**src/rtl/bus_tstate_ctrl.sv**
```systemverilog
// Machine-cycle timing generator for the 8085 core.
// Takes machine-cycle requests from the instruction sequencer and steps through T1..T6/TWAIT.
// Also handles HOLD and HALT, and drives ALE, the bus strobes, the status lines and HLDA.
// Every output is decoded from registered state only.
module bus_tstate_ctrl #(
    parameter int MAX_WAIT = 0
) (
    input  logic       phi1,
    input  logic       reset,
    input  logic       mc_valid,
    output logic       mc_ready,
    input  logic [2:0] mc_type,
    input  logic [2:0] mc_len,
    input  logic       ready,
    input  logic       hold,
    input  logic       intr_pend,
    output logic [3:0] tstate,
    output logic       ale,
    output logic       rd_n,
    output logic       wr_n,
    output logic       inta_n,
    output logic       s1,
    output logic       s0,
    output logic       io_m,
    output logic       hlda,
    output logic       bus_float,
    output logic       cycle_done,
    output logic       wait_timeout
);

    typedef enum logic [3:0] {
        TRST  = 4'd0,
        T1    = 4'd1,
        T2    = 4'd2,
        T3    = 4'd3,
        T4    = 4'd4,
        T5    = 4'd5,
        T6    = 4'd6,
        TWAIT = 4'd7,
        THOLD = 4'd8,
        THALT = 4'd9,
        TIDLE = 4'd10
    } tstate_t;

    localparam logic [2:0] MC_OF   = 3'd0;
    localparam logic [2:0] MC_MR   = 3'd1;
    localparam logic [2:0] MC_MW   = 3'd2;
    localparam logic [2:0] MC_IOR  = 3'd3;
    localparam logic [2:0] MC_IOW  = 3'd4;
    localparam logic [2:0] MC_INTA = 3'd5;
    localparam logic [2:0] MC_BI   = 3'd6;
    localparam logic [2:0] MC_HALT = 3'd7;

    // The wait counter saturates, so an unlimited wait can never wrap into a false timeout.
    localparam logic [15:0] MAX_W = 16'(MAX_WAIT);

    tstate_t     r_state_reg, w_state_next;
    logic [2:0]  r_type_reg, w_type_next;
    logic [2:0]  r_len_reg, w_len_next;
    logic [15:0] r_wait_cnt_reg, w_wait_cnt_next;
    logic        r_from_halt_reg, w_from_halt_next;
    logic        r_timeout_reg, w_timeout_next;

    logic        w_last;
    logic        w_cyc_ok;
    logic        w_strobe_phase;
    logic [2:0]  w_eff_len;

    // The last T-state is the one whose number matches the latched length.
    assign w_last = ((r_state_reg == T3) && (r_len_reg == 3'd3)) ||
                    ((r_state_reg == T4) && (r_len_reg == 3'd4)) ||
                    ((r_state_reg == T5) && (r_len_reg == 3'd5)) ||
                    ((r_state_reg == T6) && (r_len_reg == 3'd6));
    assign w_cyc_ok = (r_type_reg != MC_HALT);

    // Only fetch and interrupt-acknowledge cycles may stretch to T4..T6.
    // An out-of-range length falls back to 4.
    always_comb begin
        w_eff_len = 3'd3;
        if (mc_type == MC_OF || mc_type == MC_INTA) begin
            if (mc_len >= 3'd4 && mc_len <= 3'd6) begin
                w_eff_len = mc_len;
            end else begin
                w_eff_len = 3'd4;
            end
        end
    end

    // State and latched cycle attributes.
    always_ff @(posedge phi1) begin
        if (reset) begin
            r_state_reg     <= TRST;
            r_type_reg      <= MC_OF;
            r_len_reg       <= 3'd3;
            r_wait_cnt_reg  <= 16'd0;
            r_from_halt_reg <= 1'b0;
            r_timeout_reg   <= 1'b0;
        end else begin
            r_state_reg     <= w_state_next;
            r_type_reg      <= w_type_next;
            r_len_reg       <= w_len_next;
            r_wait_cnt_reg  <= w_wait_cnt_next;
            r_from_halt_reg <= w_from_halt_next;
            r_timeout_reg   <= w_timeout_next;
        end
    end

    // Next-state logic.
    // At a decision point (TIDLE or the last T-state), hold beats a new transfer, which beats going idle.
    always_comb begin
        w_state_next     = r_state_reg;
        w_type_next      = r_type_reg;
        w_len_next       = r_len_reg;
        w_wait_cnt_next  = r_wait_cnt_reg;
        w_from_halt_next = r_from_halt_reg;
        w_timeout_next   = 1'b0;

        if (r_state_reg == TIDLE || (w_last && w_cyc_ok)) begin
            if (hold) begin
                w_state_next     = THOLD;
                w_from_halt_next = 1'b0;
            end else if (mc_valid) begin
                w_state_next    = T1;
                w_type_next     = mc_type;
                w_len_next      = w_eff_len;
                w_wait_cnt_next = 16'd0;
            end else begin
                w_state_next = TIDLE;
            end
        end else begin
            case (r_state_reg)
                TRST: w_state_next = TIDLE;
                T1:   w_state_next = (r_type_reg == MC_HALT) ? THALT : T2;
                T2, TWAIT: begin
                    if (r_type_reg == MC_BI) begin
                        w_state_next = T3;
                    end else if (r_state_reg == TWAIT && MAX_WAIT > 0 &&
                                 r_wait_cnt_reg == MAX_W) begin
                        w_state_next   = T3;
                        w_timeout_next = 1'b1;
                    end else if (ready) begin
                        w_state_next = T3;
                    end else begin
                        w_state_next = TWAIT;
                        if (r_wait_cnt_reg != 16'hFFFF) begin
                            w_wait_cnt_next = r_wait_cnt_reg + 16'd1;
                        end
                    end
                end
                T3:   w_state_next = T4;
                T4:   w_state_next = T5;
                T5:   w_state_next = T6;
                THOLD: begin
                    if (!hold) begin
                        w_state_next = r_from_halt_reg ? THALT : TIDLE;
                    end
                end
                THALT: begin
                    if (hold) begin
                        w_state_next     = THOLD;
                        w_from_halt_next = 1'b1;
                    end else if (intr_pend) begin
                        w_state_next = TIDLE;
                    end
                end
                default: w_state_next = TIDLE;
            endcase
        end
    end

    assign w_strobe_phase = (r_state_reg == T2) || (r_state_reg == TWAIT) ||
                            (r_state_reg == T3);

    // Output decode from the registered state, type and length.
    always_comb begin
        tstate       = r_state_reg;
        mc_ready     = (r_state_reg == TIDLE) || (w_last && w_cyc_ok);
        ale          = (r_state_reg == T1) && (r_type_reg != MC_BI) &&
                       (r_type_reg != MC_HALT);
        rd_n         = 1'b1;
        wr_n         = 1'b1;
        inta_n       = 1'b1;
        s1           = 1'b0;
        s0           = 1'b0;
        io_m         = 1'b0;
        hlda         = (r_state_reg == THOLD);
        bus_float    = (r_state_reg == TRST) || (r_state_reg == THOLD) ||
                       (r_state_reg == THALT);
        cycle_done   = w_last && w_cyc_ok;
        wait_timeout = (r_state_reg == T3) && r_timeout_reg;

        if (w_strobe_phase) begin
            case (r_type_reg)
                MC_OF, MC_MR, MC_IOR: rd_n   = 1'b0;
                MC_MW, MC_IOW:        wr_n   = 1'b0;
                MC_INTA:              inta_n = 1'b0;
                default: ;
            endcase
        end

        // Status is valid from T1 through the last T-state; THOLD/THALT/TIDLE stay at zero.
        if (r_state_reg >= T1 && r_state_reg <= TWAIT) begin
            case (r_type_reg)
                MC_OF:   {s1, s0, io_m} = 3'b110;
                MC_MR:   {s1, s0, io_m} = 3'b100;
                MC_MW:   {s1, s0, io_m} = 3'b010;
                MC_IOR:  {s1, s0, io_m} = 3'b101;
                MC_IOW:  {s1, s0, io_m} = 3'b011;
                MC_INTA: {s1, s0, io_m} = 3'b111;
                MC_BI:   {s1, s0, io_m} = 3'b100;
                default: {s1, s0, io_m} = 3'b000;
            endcase
        end
    end

endmodule

```
**config.mk**
```make
export PLATFORM = sky130hd
export DESIGN_NAME = bus_tstate_ctrl
export DESIGN_NICKNAME = d
export VERILOG_FILES = /design/src/rtl/bus_tstate_ctrl.sv
export SDC_FILE = /design/constraint.sdc
export NUM_CORES = 1
export LEC_CHECK = 0
export ABC_AREA = 1
export BUFFER_PORTS_ARGS = -buffer_cell sky130_fd_sc_hd__buf_4
export CELL_PAD_IN_SITES_DETAIL_PLACEMENT = 0
export CELL_PAD_IN_SITES_GLOBAL_PLACEMENT = 2
export CORE_ASPECT_RATIO = 0.7
export CORE_UTILIZATION = 27
export CTS_BUF_LIST = sky130_fd_sc_hd__clkbuf_8
export DETAILED_ROUTE_END_ITERATION = 6
export PLACE_DENSITY = 0.94
export SLEW_MARGIN = 20
export SYNTH_ARGS = -nofsm -noshare
export SYNTH_HDL_FRONTEND = slang
export SYNTH_SLANG_ARGS = --single-unit
```
**constraint.sdc**
```tcl
create_clock -name phi1 -period 3.3 [get_ports phi1]
set_input_delay 0.99 -clock phi1 [delete_from_list [all_inputs] [get_ports phi1]]
set_output_delay 0.99 -clock phi1 [all_outputs]
set_load 0.1 [all_outputs]
```
==> run summary <==
Outcome: finished clean
Layout Cells excl Fill: 214
Largest area contributor in the netlist: dfxtp_1
Initial DRC count: 80
Worst Tran Pin Value: 0.494 ns
Reg2Reg Setup Slack: 1.50 ns
Post-place setup slack: 0.726 ns
Vias in the first global route: 901
Placer Congestion: 0.839
WL per Instance: 11.0 µm
Critical path type: flip-flop to output port
Core Area: 0.00290 mm²
Yosys Warn Count: 0
# fillers: 314
Die Wd: 69.1 µm
Longest Clk Path Bufs: 2
Seq cells post-synth: 11
Register Area: 220 µm²
RSZ-0062 raised after global routing: no
Post-synth cell types: 22
Setup Buffers After CTS: 0
Util after Layout: 0.393
Yosys top cell area share: 0.258
Reg clk slew, reported paths: 0.05 ns
Starting density of the core: 0.294
Routed WL: 2360 µm
Total vias in the final route: 1000
Port bufs: 26
Critical Path Source Type: flip-flop
Die area: 0.00339 mm²
Vias per cell: 4.67
Final hold vios: 0
Fmax achieved: 350 MHz
Post-synth EDFFs: 0
Die Y: 49 µm
Synthesized net count: 163
Max Cap Viol: 0
Setup violators final: 0
Async set-reset flop share out of synthesis: 0
Max FFs per register: 4
Met1 Use GR: 0.201
Worst hold start: r_len_reg[2]
Slew HR: 0.669
HPWL Detailed: 1910 µm
DRC Markers: 0
Clock Tree Root: clkbuf_8
Multi-input logic area: 528 µm²
WP data required: 2.31 ns
DR pass1 iterations: 4
NumNets Final: 191
CP max FO: 13
Syn Inst Count: 151
Hold-fix buffers, CTS: 0
ANT nets after route: 0
Initial antenna violation count: 0
Met3 global-route usage: 0.0455
Class of the tightest hold or removal check: flip-flop to flip-flop
Largest net degree at the start of global routing: 14
Clock tree sinks: 11
M2 GR Usage: 0.217
Seq/Total Area, Yosys: 0.258
Global route overflow: 0
WP data arrival: 1.87 ns
Setup WS post-layout: 0.445 ns
Clock Skew: 0.000890 ns
Tmin final: 2.86 ns
# resized after CTS: 0
Global-route wire length before repair: 4020 µm
Dominant cells by area after synthesis: dfxtp_1 26%, nand2_1 19%, inv_1 12%, nand3_1 12%, nor2_1 7.5%
Worst r2r src: tstate[0]
Worst r2r path cells: 11
Slew Limit Fails: 0
WHS Path Cells: 2
Placed cells: 210
Setup TNS: 0 ns
Synth Cell Area: 852 µm²
Ys flop type: dfxtp_1
Final worst path period share: 0.865
Grt peak-use layer: met2
H-tree depth: 1
# IOs: 28
CTS buffer count: 3
Layout cells sized above 1: 0.219
Layout area overhead: 33.8%
Ant diodes: 0
Post-Syn Area per Cell: 5.64 µm²
Setup crit start: tstate[0]
Crit end category: output port
Worst-Skew Late Latency: 0.24 ns
CTS tree: built
Core Rows: 16
GRT Resource Usage Total: 0.148
-- per-stage QoR --
step | cell area [µm²] | hold slack, ns
6_report | 1140 | 0.478
5_1_grt | 1140 | 0.493
4_1_cts | 1140 | 0.479
3_5_place_dp | 1090 | 0.471
3_3_place_gp | 1090 | 0.469
2_1_floorplan | 876 | 0.451
-- layout make-up --
class | instances | area share
inverter | 28 | 0.0922
sequential | 11 | 0.193
timing repair buffer | 26 | 0.171
clock inverter | 1 | 0.00439
clock buffer | 3 | 0.0362
multi-input combinational | 109 | 0.463
tap | 36 | 0.0395
-- cells in the mapped netlist (2+ instances only) --
| master | instances |
|---|---|
| a21oi_1 | 11 |
| dfxtp_1 | 11 |
| inv_1 | 28 |
| nand2_1 | 42 |
| nand3_1 | 20 |
| nand3b_1 | 2 |
| nand4_1 | 2 |
| nor2_1 | 17 |
| nor3_1 | 2 |
| o21ai_0 | 4 |
-- logic make-up after synthesis --
logic type             count (synthesis)  share of synthesized area
XOR/XNOR                               1                     0.0103
AO/OA/AOI/OAI                         19                      0.123
AND/OR/NAND/NOR                       88                      0.454
other                                  1                    0.00440
buffers and inverters                 31                      0.150
flip-flops                            11                      0.258
-- layer usage --
layer	routed length, µm	vias up
li1	-	525
met1	1200	443
met3	129	4
met4	29	0
met2	1010	28
met5	0	-
-- worst paths after layout --
path                                      to
worst max-delay path                mc_ready
worst min-delay path            r_len_reg[2]
worst max register to register  r_len_reg[0]
worst min register to register  r_len_reg[2]
-- worst max-delay path, cell delays in order (launching register included) --
cell and delay (ns):
dfxtp_1 0.43, inv_1 0.10, nor2_1 0.14, nand2_1 0.12, nand2_1 0.08, nand2_1 0.05, nand2_1 0.07, nand3_2 0.08
nand2_2 0.21, buf_4 0.34
-- placed cells by master (no fill, tap or decap) --
cell      count
nand3_1      20
buf_4        26
nor3_1        2
a211oi_1      1
nand3_2       1
nand2_1      42
nor2_4        3
clkinv_2      1
clkbuf_8      3
inv_1        28
dfxtp_1      11
nand3b_1      2
nor2_2        2
a21oi_1      10
nand2_2       1
xor2_1        1
nor2_1       13
a31oi_1       1
a21oi_2       2
conb_1        1
nand4_1       2
o211ai_1      1
o21ai_0       4
Power is left out: the tool's default activity adds up to more than one toggle a clock period on the data nets, which glitch-free logic cannot reach.
